<file path="config.mk">
export PLATFORM = sky130hd
export DESIGN_NAME = ps2_key_tracker_flat
export DESIGN_NICKNAME = d
export VERILOG_FILES = /design/src/rtl/ps2_key_tracker_if.sv /design/src/rtl/ps2_key_tracker.sv /design/src/flat_wrapper.sv
export SDC_FILE = /design/constraint.sdc
export NUM_CORES = 1
export LEC_CHECK = 0
export CORE_MARGIN = 2
export CORE_UTILIZATION = 45
export CTS_CLUSTER_SIZE = 25
export DETAILED_ROUTE_END_ITERATION = 10
export GPL_TIMING_DRIVEN = 0
export PLACE_DENSITY = 0.64
export RECOVER_POWER = 50
export SLEW_MARGIN = 5
export SYNTH_ARGS = -nofsm -noshare
export SYNTH_HDL_FRONTEND = slang
export SYNTH_SLANG_ARGS = --single-unit
</file>
<file path="constraint.sdc">
create_clock -name clk_i -period 4.15 [get_ports clk_i]
set_input_delay 0.83 -clock clk_i [delete_from_list [all_inputs] [get_ports clk_i]]
set_output_delay 0.83 -clock clk_i [all_outputs]
set_load 0.005 [all_outputs]
</file>
<file path="src/rtl/ps2_key_tracker_if.sv">
// Byte-stream and key-state signal bundle between the PS/2 receiver side and the key tracker.
// The master drives scancodes and flush; the slave reports the held keys, active note and volume events.
interface ps2_key_tracker_if #(
    parameter int N_KEYS = 8,
    parameter int IDX_W  = 3
);
    logic [7:0]        ps2_data_i;
    logic              ps2_data_val_i;
    logic              flush_i;
    logic [N_KEYS-1:0] keys_held_o;
    logic              gate_o;
    logic [IDX_W-1:0]  num_o;
    logic              note_on_o;
    logic              vol_cntrl_o;
    logic              vol_cntrl_val_o;
    logic              err_o;

    modport master (
        output ps2_data_i, ps2_data_val_i, flush_i,
        input  keys_held_o, gate_o, num_o, note_on_o, vol_cntrl_o, vol_cntrl_val_o, err_o
    );

    modport slave (
        input  ps2_data_i, ps2_data_val_i, flush_i,
        output keys_held_o, gate_o, num_o, note_on_o, vol_cntrl_o, vol_cntrl_val_o, err_o
    );
endinterface

</file>
<file path="src/rtl/ps2_key_tracker.sv">
// PS/2 Set-2 scancode parser with a held-key bitmap, priority-based active note selection
// and volume up/down events from the extended media keys.
module ps2_key_tracker #(
    parameter int                  N_KEYS         = 8,
    parameter logic [N_KEYS*8-1:0] KEY_MAP        = {8'h3E, 8'h3D, 8'h36, 8'h2E, 8'h25, 8'h26, 8'h1E, 8'h16},
    parameter int                  PRIORITY       = 0,
    parameter int                  VOL_REPEAT     = 0,
    parameter int                  TIMEOUT_CYCLES = 1_000_000,
    parameter int                  IDX_W          = (N_KEYS > 1) ? $clog2(N_KEYS) : 1
) (
    input  logic              clk_i,
    input  logic              rst_i,
    ps2_key_tracker_if.slave  bus
);
    localparam int CNT_W = (TIMEOUT_CYCLES > 1) ? $clog2(TIMEOUT_CYCLES + 1) : 1;

    typedef enum logic [1:0] {IDLE, EXT, BRK, EXT_BRK} state_t;

    state_t            state_q, state_d;
    logic [CNT_W-1:0]  tcnt_q;
    logic [N_KEYS-1:0] keys_q, keys_d;
    logic [IDX_W-1:0]  last_q, last_d;
    logic              note_on_q, vol_dir_q, vol_val_q, err_q;
    logic              vol_up_q, vol_dn_q;

    logic [7:0]        data;
    logic              is_ctrl, byte_acc, timeout_hit;
    logic              ev_make, ev_break, ev_ext;
    logic              key_hit;
    logic [IDX_W-1:0]  key_idx;
    logic              vol_ev, vol_dir_d, vol_up_d, vol_dn_d;
    logic [IDX_W-1:0]  num_cur, num_d;
    logic              note_on_d;

    assign data        = bus.ps2_data_i;
    assign is_ctrl     = data inside {8'hFA, 8'hAA, 8'hEE, 8'hFE, 8'hE1, 8'h00, 8'hFF};
    assign byte_acc    = bus.ps2_data_val_i && !is_ctrl;
    // Control bytes freeze the prefix counter, so any strobe holds off a timeout that cycle.
    assign timeout_hit = (TIMEOUT_CYCLES != 0) && (state_q != IDLE) && !bus.ps2_data_val_i &&
                         (tcnt_q == CNT_W'(TIMEOUT_CYCLES - 1));

    function automatic logic [IDX_W-1:0] lowest(input logic [N_KEYS-1:0] k);
        lowest = '0;
        for (int i = N_KEYS - 1; i >= 0; i--)
            if (k[i]) lowest = IDX_W'(i);
    endfunction

    function automatic logic [IDX_W-1:0] highest(input logic [N_KEYS-1:0] k);
        highest = '0;
        for (int i = 0; i < N_KEYS; i++)
            if (k[i]) highest = IDX_W'(i);
    endfunction

    function automatic logic [IDX_W-1:0] pick(input logic [N_KEYS-1:0] k, input logic [IDX_W-1:0] last);
        if (k == '0)            pick = '0;
        else if (PRIORITY == 1) pick = lowest(k);
        else if (PRIORITY == 2) pick = highest(k);
        else                    pick = last;
    endfunction

    always_ff @(posedge clk_i or posedge rst_i) begin
        if (rst_i) state_q <= IDLE;
        else       state_q <= state_d;
    end

    always_comb begin
        state_d = state_q;
        if (bus.flush_i) begin
            state_d = IDLE;
        end else if (byte_acc) begin
            unique case (state_q)
                IDLE:    if (data == 8'hE0) state_d = EXT;
                         else if (data == 8'hF0) state_d = BRK;
                EXT:     if (data == 8'hF0) state_d = EXT_BRK;
                         else if (data != 8'hE0) state_d = IDLE;
                BRK:     if (data != 8'hF0) state_d = IDLE;
                EXT_BRK: state_d = IDLE;
                default: state_d = IDLE;
            endcase
        end else if (timeout_hit) begin
            state_d = IDLE;
        end
    end

    always_comb begin
        ev_make  = 1'b0;
        ev_break = 1'b0;
        ev_ext   = 1'b0;
        if (byte_acc && !bus.flush_i) begin
            unique case (state_q)
                IDLE:    ev_make = (data != 8'hE0) && (data != 8'hF0);
                EXT:     begin
                             ev_make = (data != 8'hE0) && (data != 8'hF0);
                             ev_ext  = 1'b1;
                         end
                BRK:     ev_break = (data != 8'hF0);
                EXT_BRK: begin
                             ev_break = 1'b1;
                             ev_ext   = 1'b1;
                         end
                default: ;
            endcase
        end
    end

    // Scan downwards so the lowest matching table entry wins.
    always_comb begin
        key_hit = 1'b0;
        key_idx = '0;
        for (int i = N_KEYS - 1; i >= 0; i--) begin
            if (KEY_MAP[8*i +: 8] == data) begin
                key_hit = 1'b1;
                key_idx = IDX_W'(i);
            end
        end
    end

    always_comb begin
        keys_d = keys_q;
        last_d = last_q;
        if (bus.flush_i) begin
            keys_d = '0;
        end else if (key_hit && !ev_ext) begin
            if (ev_make && !keys_q[key_idx]) begin
                keys_d[key_idx] = 1'b1;
                last_d          = key_idx;
            end
            if (ev_break) keys_d[key_idx] = 1'b0;
        end
        // Releasing the last-pressed key hands the note to the lowest key still down.
        if (keys_d != '0 && !keys_d[last_d]) last_d = lowest(keys_d);
        num_cur   = pick(keys_q, last_q);
        num_d     = pick(keys_d, last_d);
        note_on_d = (keys_d != '0) && ((keys_q == '0) || (num_d != num_cur));
    end

    always_comb begin
        vol_ev    = 1'b0;
        vol_dir_d = vol_dir_q;
        vol_up_d  = vol_up_q;
        vol_dn_d  = vol_dn_q;
        if (bus.flush_i) begin
            vol_up_d = 1'b0;
            vol_dn_d = 1'b0;
        end else if (ev_ext && data == 8'h32) begin
            if (ev_make) begin
                vol_ev    = !vol_up_q || (VOL_REPEAT != 0);
                vol_up_d  = 1'b1;
                if (vol_ev) vol_dir_d = 1'b1;
            end else if (ev_break) begin
                vol_up_d = 1'b0;
            end
        end else if (ev_ext && data == 8'h21) begin
            if (ev_make) begin
                vol_ev    = !vol_dn_q || (VOL_REPEAT != 0);
                vol_dn_d  = 1'b1;
                if (vol_ev) vol_dir_d = 1'b0;
            end else if (ev_break) begin
                vol_dn_d = 1'b0;
            end
        end
    end

    always_ff @(posedge clk_i or posedge rst_i) begin
        if (rst_i) begin
            tcnt_q    <= '0;
            keys_q    <= '0;
            last_q    <= '0;
            note_on_q <= 1'b0;
            vol_dir_q <= 1'b0;
            vol_val_q <= 1'b0;
            vol_up_q  <= 1'b0;
            vol_dn_q  <= 1'b0;
            err_q     <= 1'b0;
        end else begin
            if (bus.flush_i || byte_acc || timeout_hit) tcnt_q <= '0;
            else if (state_q != IDLE && !bus.ps2_data_val_i) tcnt_q <= tcnt_q + CNT_W'(1);
            keys_q    <= keys_d;
            last_q    <= last_d;
            note_on_q <= note_on_d;
            vol_dir_q <= vol_dir_d;
            vol_val_q <= vol_ev;
            vol_up_q  <= vol_up_d;
            vol_dn_q  <= vol_dn_d;
            err_q     <= timeout_hit && !bus.flush_i;
        end
    end

    assign bus.keys_held_o     = keys_q;
    assign bus.gate_o          = |keys_q;
    assign bus.num_o           = num_cur;
    assign bus.note_on_o       = note_on_q;
    assign bus.vol_cntrl_o     = vol_dir_q;
    assign bus.vol_cntrl_val_o = vol_val_q;
    assign bus.err_o           = err_q;
endmodule

</file>
<file path="src/flat_wrapper.sv">
// flat-port wrapper written by rule: the top's interface ports become plain ports
module ps2_key_tracker_flat 
#(
    parameter int                  N_KEYS         = 8,
    parameter logic [N_KEYS*8-1:0] KEY_MAP        = {8'h3E, 8'h3D, 8'h36, 8'h2E, 8'h25, 8'h26, 8'h1E, 8'h16},
    parameter int                  PRIORITY       = 0,
    parameter int                  VOL_REPEAT     = 0,
    parameter int                  TIMEOUT_CYCLES = 1_000_000,
    parameter int                  IDX_W          = (N_KEYS > 1) ? $clog2(N_KEYS) : 1
)
  (clk_i, rst_i, bus_ps2_data_i, bus_ps2_data_val_i, bus_flush_i, bus_keys_held_o, bus_gate_o, bus_num_o, bus_note_on_o, bus_vol_cntrl_o, bus_vol_cntrl_val_o, bus_err_o);
  ps2_key_tracker_if #(.N_KEYS(N_KEYS), .IDX_W(IDX_W)) bus_i ();
  input  logic clk_i;
  input  logic rst_i;
  input wire logic [$bits(bus_i.ps2_data_i)-1:0] bus_ps2_data_i;
  input wire logic [$bits(bus_i.ps2_data_val_i)-1:0] bus_ps2_data_val_i;
  input wire logic [$bits(bus_i.flush_i)-1:0] bus_flush_i;
  output wire logic [$bits(bus_i.keys_held_o)-1:0] bus_keys_held_o;
  output wire logic [$bits(bus_i.gate_o)-1:0] bus_gate_o;
  output wire logic [$bits(bus_i.num_o)-1:0] bus_num_o;
  output wire logic [$bits(bus_i.note_on_o)-1:0] bus_note_on_o;
  output wire logic [$bits(bus_i.vol_cntrl_o)-1:0] bus_vol_cntrl_o;
  output wire logic [$bits(bus_i.vol_cntrl_val_o)-1:0] bus_vol_cntrl_val_o;
  output wire logic [$bits(bus_i.err_o)-1:0] bus_err_o;
  assign bus_i.ps2_data_i = bus_ps2_data_i;
  assign bus_i.ps2_data_val_i = bus_ps2_data_val_i;
  assign bus_i.flush_i = bus_flush_i;
  assign bus_keys_held_o = bus_i.keys_held_o;
  assign bus_gate_o = bus_i.gate_o;
  assign bus_num_o = bus_i.num_o;
  assign bus_note_on_o = bus_i.note_on_o;
  assign bus_vol_cntrl_o = bus_i.vol_cntrl_o;
  assign bus_vol_cntrl_val_o = bus_i.vol_cntrl_val_o;
  assign bus_err_o = bus_i.err_o;
  ps2_key_tracker #(.N_KEYS(N_KEYS), .KEY_MAP(KEY_MAP), .PRIORITY(PRIORITY), .VOL_REPEAT(VOL_REPEAT), .TIMEOUT_CYCLES(TIMEOUT_CYCLES), .IDX_W(IDX_W)) u_core (.clk_i(clk_i), .rst_i(rst_i), .bus(bus_i));
endmodule
</file>
# == Yosys cells after proc, flatten, opt, wreduce, memory -nomap -nowiden ==
# Index checks and enable logic that the tools add are counted.
# word_totals
ff_bits,39
in_bits,12
out_inout_bits,16
word_cells,170
# op_classes
addsub,1
magnitude_cmp,3
eq_ne,31
muxes,77
bitwise_logic,4
n_reduce_logical,44
# op_table
operator,count
$mux 3,22
$eq 8x8->1 const B,8
$eq 6x8->1 const A,6
$mux 8,6
$mux 20,2
$mux 1,34
$logic_not 8->1,3
$add 20x1->20 const B,1
$eq 20x20->1 const B,1
$eq 5x8->1 const A,2
$eq 8x6->1 const B,2
$mux 2,8
$ne 8x8->1 const B,2
$logic_and 1x1->1,13
$ne 5x5->1 const B,2
$reduce_bool 2->1,5
$and 8x8->8,1
$logic_not 1->1,8
$lt 3x4->1 const B,2
$not 8->8,1
$or 8x8->8,1
$pmux 2 s4,1
$reduce_bool 8->1,1
$reduce_or 8->1,1
other kinds (19),27

# == Longest topological paths before layout ==
# logic_depth
depth_word,34
depth_mapped,16
depth_no_buf,12

# == Worst setup path after synthesis ==
# OpenSTA, ideal clock, no wires.
# synth_path
kind,input to register
start,in bus_ps2_data_i[5]
end,reg u_core.note_on_q (netlist: u_core.bus.note_on_o)
arrival_ns,3.825
required_time_ns,4.013
path_slack_ns,0.188
path_stages,15
n_path_buf,3
cell_sequence,buf_2 -> nor4b_2 -> and3_1 -> buf_4 -> or3b_2 -> a21oi_1 -> and4b_1 -> buf_6 -> mux2_4 -> mux2i_1 -> o32ai_1 -> a221oi_2 -> mux2i_1 -> xor2_1 -> a41oi_2
# synth_via
elab_chain_len,34
word_cells_on_any_way,85
cone_classes,2 x order compare; 17 x eq/ne; 46 x mux; 3 x bitwise; 17 x reduce/logical
# synth_rtl
element,line_no,rtl
start: declaration,flat_wrapper.sv:15,input wire logic [$bits(bus_i.ps2_data_i)-1:0] bus_ps2_data_i;
$eq 6x8->1,ps2_key_tracker.sv:111,if (KEY_MAP[8*i +: 8] == data) begin
$mux 3 (8 in series),ps2_key_tracker.sv:111,
$lt 3x4->1 (not written as such) / $ge 3x1->1 (equally long branches),"ps2_key_tracker.sv:125, ps2_key_tracker.sv:128",
$logic_and 1x1->1 (not written as such),"ps2_key_tracker.sv:125, ps2_key_tracker.sv:128",
$mux 1 (not written as such),"ps2_key_tracker.sv:125, ps2_key_tracker.sv:128",
$demux 1 s3,n/a,
$or 8x8->8 (no source line),n/a,
$mux 8,ps2_key_tracker.sv:124,if (ev_make && !keys_q[key_idx]) begin
(+5 left out),n/a,
$mux 8,ps2_key_tracker.sv:121,if (bus.flush_i) begin
$mux 3 (8 in series),ps2_key_tracker.sv:45,if (k[i]) lowest = IDX_W'(i);
$mux 3,ps2_key_tracker.sv:131,if (keys_d != '0 && !keys_d[last_d]) last_d = lowest(keys_d);
$mux 3,ps2_key_tracker.sv:55,if (k == '0) pick = '0;
$ne 3x3->1,ps2_key_tracker.sv:134,note_on_d = (keys_d != '0) && ((keys_q == '0) || (num_d != num_cur));
$logic_or 1x1->1,ps2_key_tracker.sv:134,
$logic_and 1x1->1 *,ps2_key_tracker.sv:134,
via u_core.note_on_d,ps2_key_tracker.sv:33,logic note_on_d;
end signal: assignment,ps2_key_tracker.sv:180,note_on_q <= note_on_d;
end: declaration,ps2_key_tracker.sv:23,"logic note_on_q, vol_dir_q, vol_val_q, err_q;"
# The timed path passes the listed nets; every way through them passes the cells marked *. The select of a mux whose other input is x is not followed.
# A chain may end at the register's enable or synchronous reset.

# == Final worst setup path ==
# layout_path
start,in bus_ps2_data_i[6]
end,reg u_core.note_on_q (netlist: u_core.bus.note_on_o)
# layout_via
word_cells_on_any_way,85
cone_classes,2 x order compare; 17 x eq/ne; 46 x mux; 3 x bitwise; 17 x reduce/logical
# layout_rtl
element,line_no,rtl
$eq 6x8->1,ps2_key_tracker.sv:111,
$mux 3 (8 in series),ps2_key_tracker.sv:111,
$lt 3x4->1 (not written as such) / $ge 3x1->1 (equally long branches),"ps2_key_tracker.sv:125, ps2_key_tracker.sv:128",
$logic_and 1x1->1 (not written as such),"ps2_key_tracker.sv:125, ps2_key_tracker.sv:128",
$mux 1 (not written as such),"ps2_key_tracker.sv:125, ps2_key_tracker.sv:128",
$demux 1 s3,n/a,
$or 8x8->8 (no source line),n/a,
$mux 8,ps2_key_tracker.sv:124,
(+6 left out),n/a,
via u_core.keys_d[6],ps2_key_tracker.sv:21,"logic [N_KEYS-1:0] keys_q, keys_d;"
$mux 3 (7 in series),ps2_key_tracker.sv:45,
$mux 3,ps2_key_tracker.sv:131,
$mux 3,ps2_key_tracker.sv:55,
$ne 3x3->1,ps2_key_tracker.sv:134,
$logic_or 1x1->1,ps2_key_tracker.sv:134,
$logic_and 1x1->1 *,ps2_key_tracker.sv:134,
via u_core.note_on_d,ps2_key_tracker.sv:33,
# Marks and branches as above.

==> out/metrics.csv <==
metric;value;unit
Warnings, synthesis;0;
Hold EP;u_core.vol_dn_q$_DFFE_PP0P_;
CP Cell Sequence;clkbuf_2, and4bb_2, a21boi_0, nand3_1, a31oi_1, a31oi_1, a211oi_1, mux2i_1, a221oi_2, a221oi_2, mux2i_1, xor2_1, a41oi_2;
WP buf/inv;1;
width of the die;81.6;um
Worst R2R End;u_core.bus.note_on_o$_DFF_PP0_;
Setup CP Type;in2reg;
cell leakage power;1.37;nW
pre-CTS setup slack;-0.744;ns
Max H-tree Level;2;
post-layout util;0.569;
CP startpoint kind;input pin;
core area;5850;sq um
# hold bufs at CTS;0;
Die Ht;81.6;um
Top Metal Used;met4;
fin crit share;0.970;
Power, Total;0.823;mW
Final Hold Fails;0;
FP Rows;28;
Reg2Reg Depth;12;
initial antenna violation count;0;
iteration-0 DRC count of the detailed router;196;
clk_lat worst skew;0.29;ns
synthesized net count;317;
met2 WL;3.43;mm
Synth Area per Inst;8.90;sq um
Detailed Routing Iterations Pass 1;4;
min-delay src;u_core.vol_dn_q$_DFFE_PP0P_;
NumNets Final;365;
reg2reg start;u_core.bus.keys_held_o[2]$_DFF_PP0_;
Worst EP required;4.32;ns
clk slew on worst S/H paths;0.09;ns
Post-synth EDFFs;0;
status;finished with violations;
I/O pin count;28;
met3 routed WL;338;um
gpl congestion;0.843;
fill count;536;
Arr. time, crit path;4.19;ns
Critical Path Source;bus_ps2_data_i[6];
Detailed Route WL;7.08;mm
GRT Util Overall;0.221;
slew margin rel.;0.000609;
hold depth;1;
DRC errors left;0;
Gate Count Post-Synth;304;
CP Max Fanout;6;
post-layout min period;4.02;ns
clk sinks;39;
Synth cell types;64;
power density over cell area;247;nW/um^2
max-slew violation count;0;
setup TNS;0;ns
Num CTS Buffers;5;
failing checks;max-capacitance violations;
Crit-path slowest cell;a211oi_1;
Ant. Diodes;0;
synthesized flop and latch total;39;
ANT nets after route;0;
Clock Path Buffers;2;
Via Count;2508;
Syn-to-layout area delta;23.1;%
Largest delay share family, worst path;compound AO/OA/AOI/OAI gates;
grt ovf;0;
post-synthesis sequential area ratio;0.361;
Crit. End Element;flip-flop;
Hold Path Class;reg2reg;
vias in the first global route;2341;
largest net degree at the start of global routing;40;
crit-path max cell delay;0.57;ns
Final HPWL DP;4.86;mm
FFs w/ async S/R, synth;1.00;
first-pass GRT wire length;11.3;mm
Die ar.;6650;sq um
CTS tree;built;
final setup margin;0.126;ns
Clock Skew;0.0109;ns
Routed wire per std cell;16.5;um
max_cap viols;1;
Least-Margin Pin Slew;1.50;ns
Initial Utilization;0.463;
Fin Hold WS;0.513;ns
commonest register cell after synthesis;dfrtp_1;
I/O Buffers;25;
CTS Root Buffer Type;clkbuf_8;
met1 WL;3.21;mm
post-synthesis cell area;2710;sq um
Avg Vias per Cell;5.86;
f_max;248;MHz
final setup fails;0;
r2r setup slk;0.83;ns
share of cells above drive strength 1;0.198;
maximum VDD drop;0.205;mV
-- cell usage after synthesis, types with 2 or more instances --
cell type  count  area, sq um
o22ai_1        2         12.5
a31oi_1        6         37.5
o211a_2        2         20.0
o21ai_0        9         45.0
nor2_1        45          169
nor4_1         4         25.0
a22o_1         2         17.5
nand2b_1       3         18.8
nand3b_1       3         22.5
and4b_1        3         30.0
a21oi_1        8         40.0
o21a_1         3         22.5
clkbuf_1       3         11.3
nand4_1        8         50.1
nor2b_1        7         43.8
and2_1         5         31.3
buf_2          4         20.0
dfrtp_1       39          976
nand2_1       19         71.3
a211oi_1       5         37.5
inv_1         12         45.0
xnor2_1        8         70.1
mux2i_1       12          120
xor2_1        15          131
buf_4          2         15.0
o21bai_1       2         15.0
nor3_1         9         45.0
and3_1         6         37.5
nand3_1       14         70.1
o32ai_1        2         17.5
mux2_2         3         33.8
or3_1          2         12.5
a221oi_2       3         45.0
a41oi_1        3         26.3
or2b_1         2         15.0
-- power breakdown --
part	leakage (nW)	switching, mW	internal, mW	total (mW)
Sequential	0.542	0.00469	0.385	0.390
Clock	0.0612	0.138	0.195	0.333
Combinational	0.766	0.0595	0.0404	0.0999
Total	1.37	0.203	0.620	0.823
-- sequential cells by signal (all words and copies together), names as in the netlist --
signal and count:
u_core.tcnt_q 20, u_core.vol_up_q 1, u_core.vol_dn_q 1, u_core.bus.vol_cntrl_val_o 1, u_core.bus.vol_cntrl_o 1, u_core.bus.keys_held_o 8
u_core.state_q 2, u_core.last_q 3, u_core.bus.note_on_o 1, u_core.bus.err_o 1
-- metrics by stage --
step | std cells | area [sq um]
after floorplan | 304 | 2710
after global placement | 404 | 3050
after detailed placement | 404 | 3050
after CTS | 415 | 3220
after global routing | 428 | 3330
final | 428 | 3330
-- routing by layer --
metal  vias to the layer above  track usage
li1                       1209            -
met3                        10       0.0385
met2                        74        0.359
met4                         0       0.0831
met5                         -            0
met1                      1215        0.293
-- worst max path at each step --
stage / to / slack [ns] / cells after the start
floorplan: u_core.bus.note_on_o$_DFF_PP0_ / 0.19 / 15
global placement: u_core.bus.note_on_o$_DFF_PP0_ / -0.74 / 14
detailed placement: u_core.bus.note_on_o$_DFF_PP0_ / -0.74 / 14
CTS: u_core.bus.note_on_o$_DFF_PP0_ / 0.009 / 14
global route: u_core.bus.note_on_o$_DFF_PP0_ / -0.07 / 12
finish: u_core.bus.note_on_o$_DFF_PP0_ / 0.13 / 13
-- worst reg2reg max path, delay by kind of cell (launching register included) --
kind	cells	cell delay, ns
compound gates	5	1.10
xor+xnor	1	0.20
flops	1	0.43
mux	4	1.04
simple gates	2	0.43
-- final cells by class --
class	count	area (sq um)	area share
timing repair buffer	43	353	0.106
buffer	8	43.8	0.0131
clock inverter	2	35.0	0.0105
sequential	39	976	0.293
inverter	12	45.0	0.0135
multi-input combinational	243	1700	0.511
clock buffer	6	82.6	0.0248
tap	75	93.8	0.0282
-- logic make-up (layout without fill, tap and decap cells) --
logic type	Yosys count	in the layout	share of synthesized area
AOI/OAI and AO/OA	60	60	0.171
DFF	39	39	0.361
buffers and inverters	22	71	0.0379
adders and majority gates	1	1	0.00462
xor gates and xnor gates	23	23	0.0744
muxes	16	16	0.0624
and+or+nand+nor	143	143	0.289
-- cell usage in the layout (no fill, tap or decap), types with 3 or more instances in the layout --
master	count
nor2_1	45
dfrtp_1	39
buf_4	21
nand2_1	19
xor2_1	15
nand3_1	14
inv_1	12
mux2i_1	10
nor3_1	9
o21ai_0	9
clkdlybuf4s50_1	9
dlygate4sd3_1	9
xnor2_1	8
nand4_1	8
a21oi_1	7
a31oi_1	6
clkbuf_8	6
and3_1	5
nor2b_1	5
and2_1	5
buf_2	4
nor4_1	4
a211oi_1	4
clkbuf_2	4
clkbuf_1	3
nand3b_1	3
mux2_2	3
nand2b_1	3
a221oi_2	3
a41oi_1	3
o21a_1	3
-- what timing repair did --
action | 4_1_cts | 5_1_grt
resized for setup | 21 | 24
pin swaps | 8 | 12
buffers inserted | 3 | 15
setup endpoints to repair | 3 | 1
(Power assumes the default switching activity.)
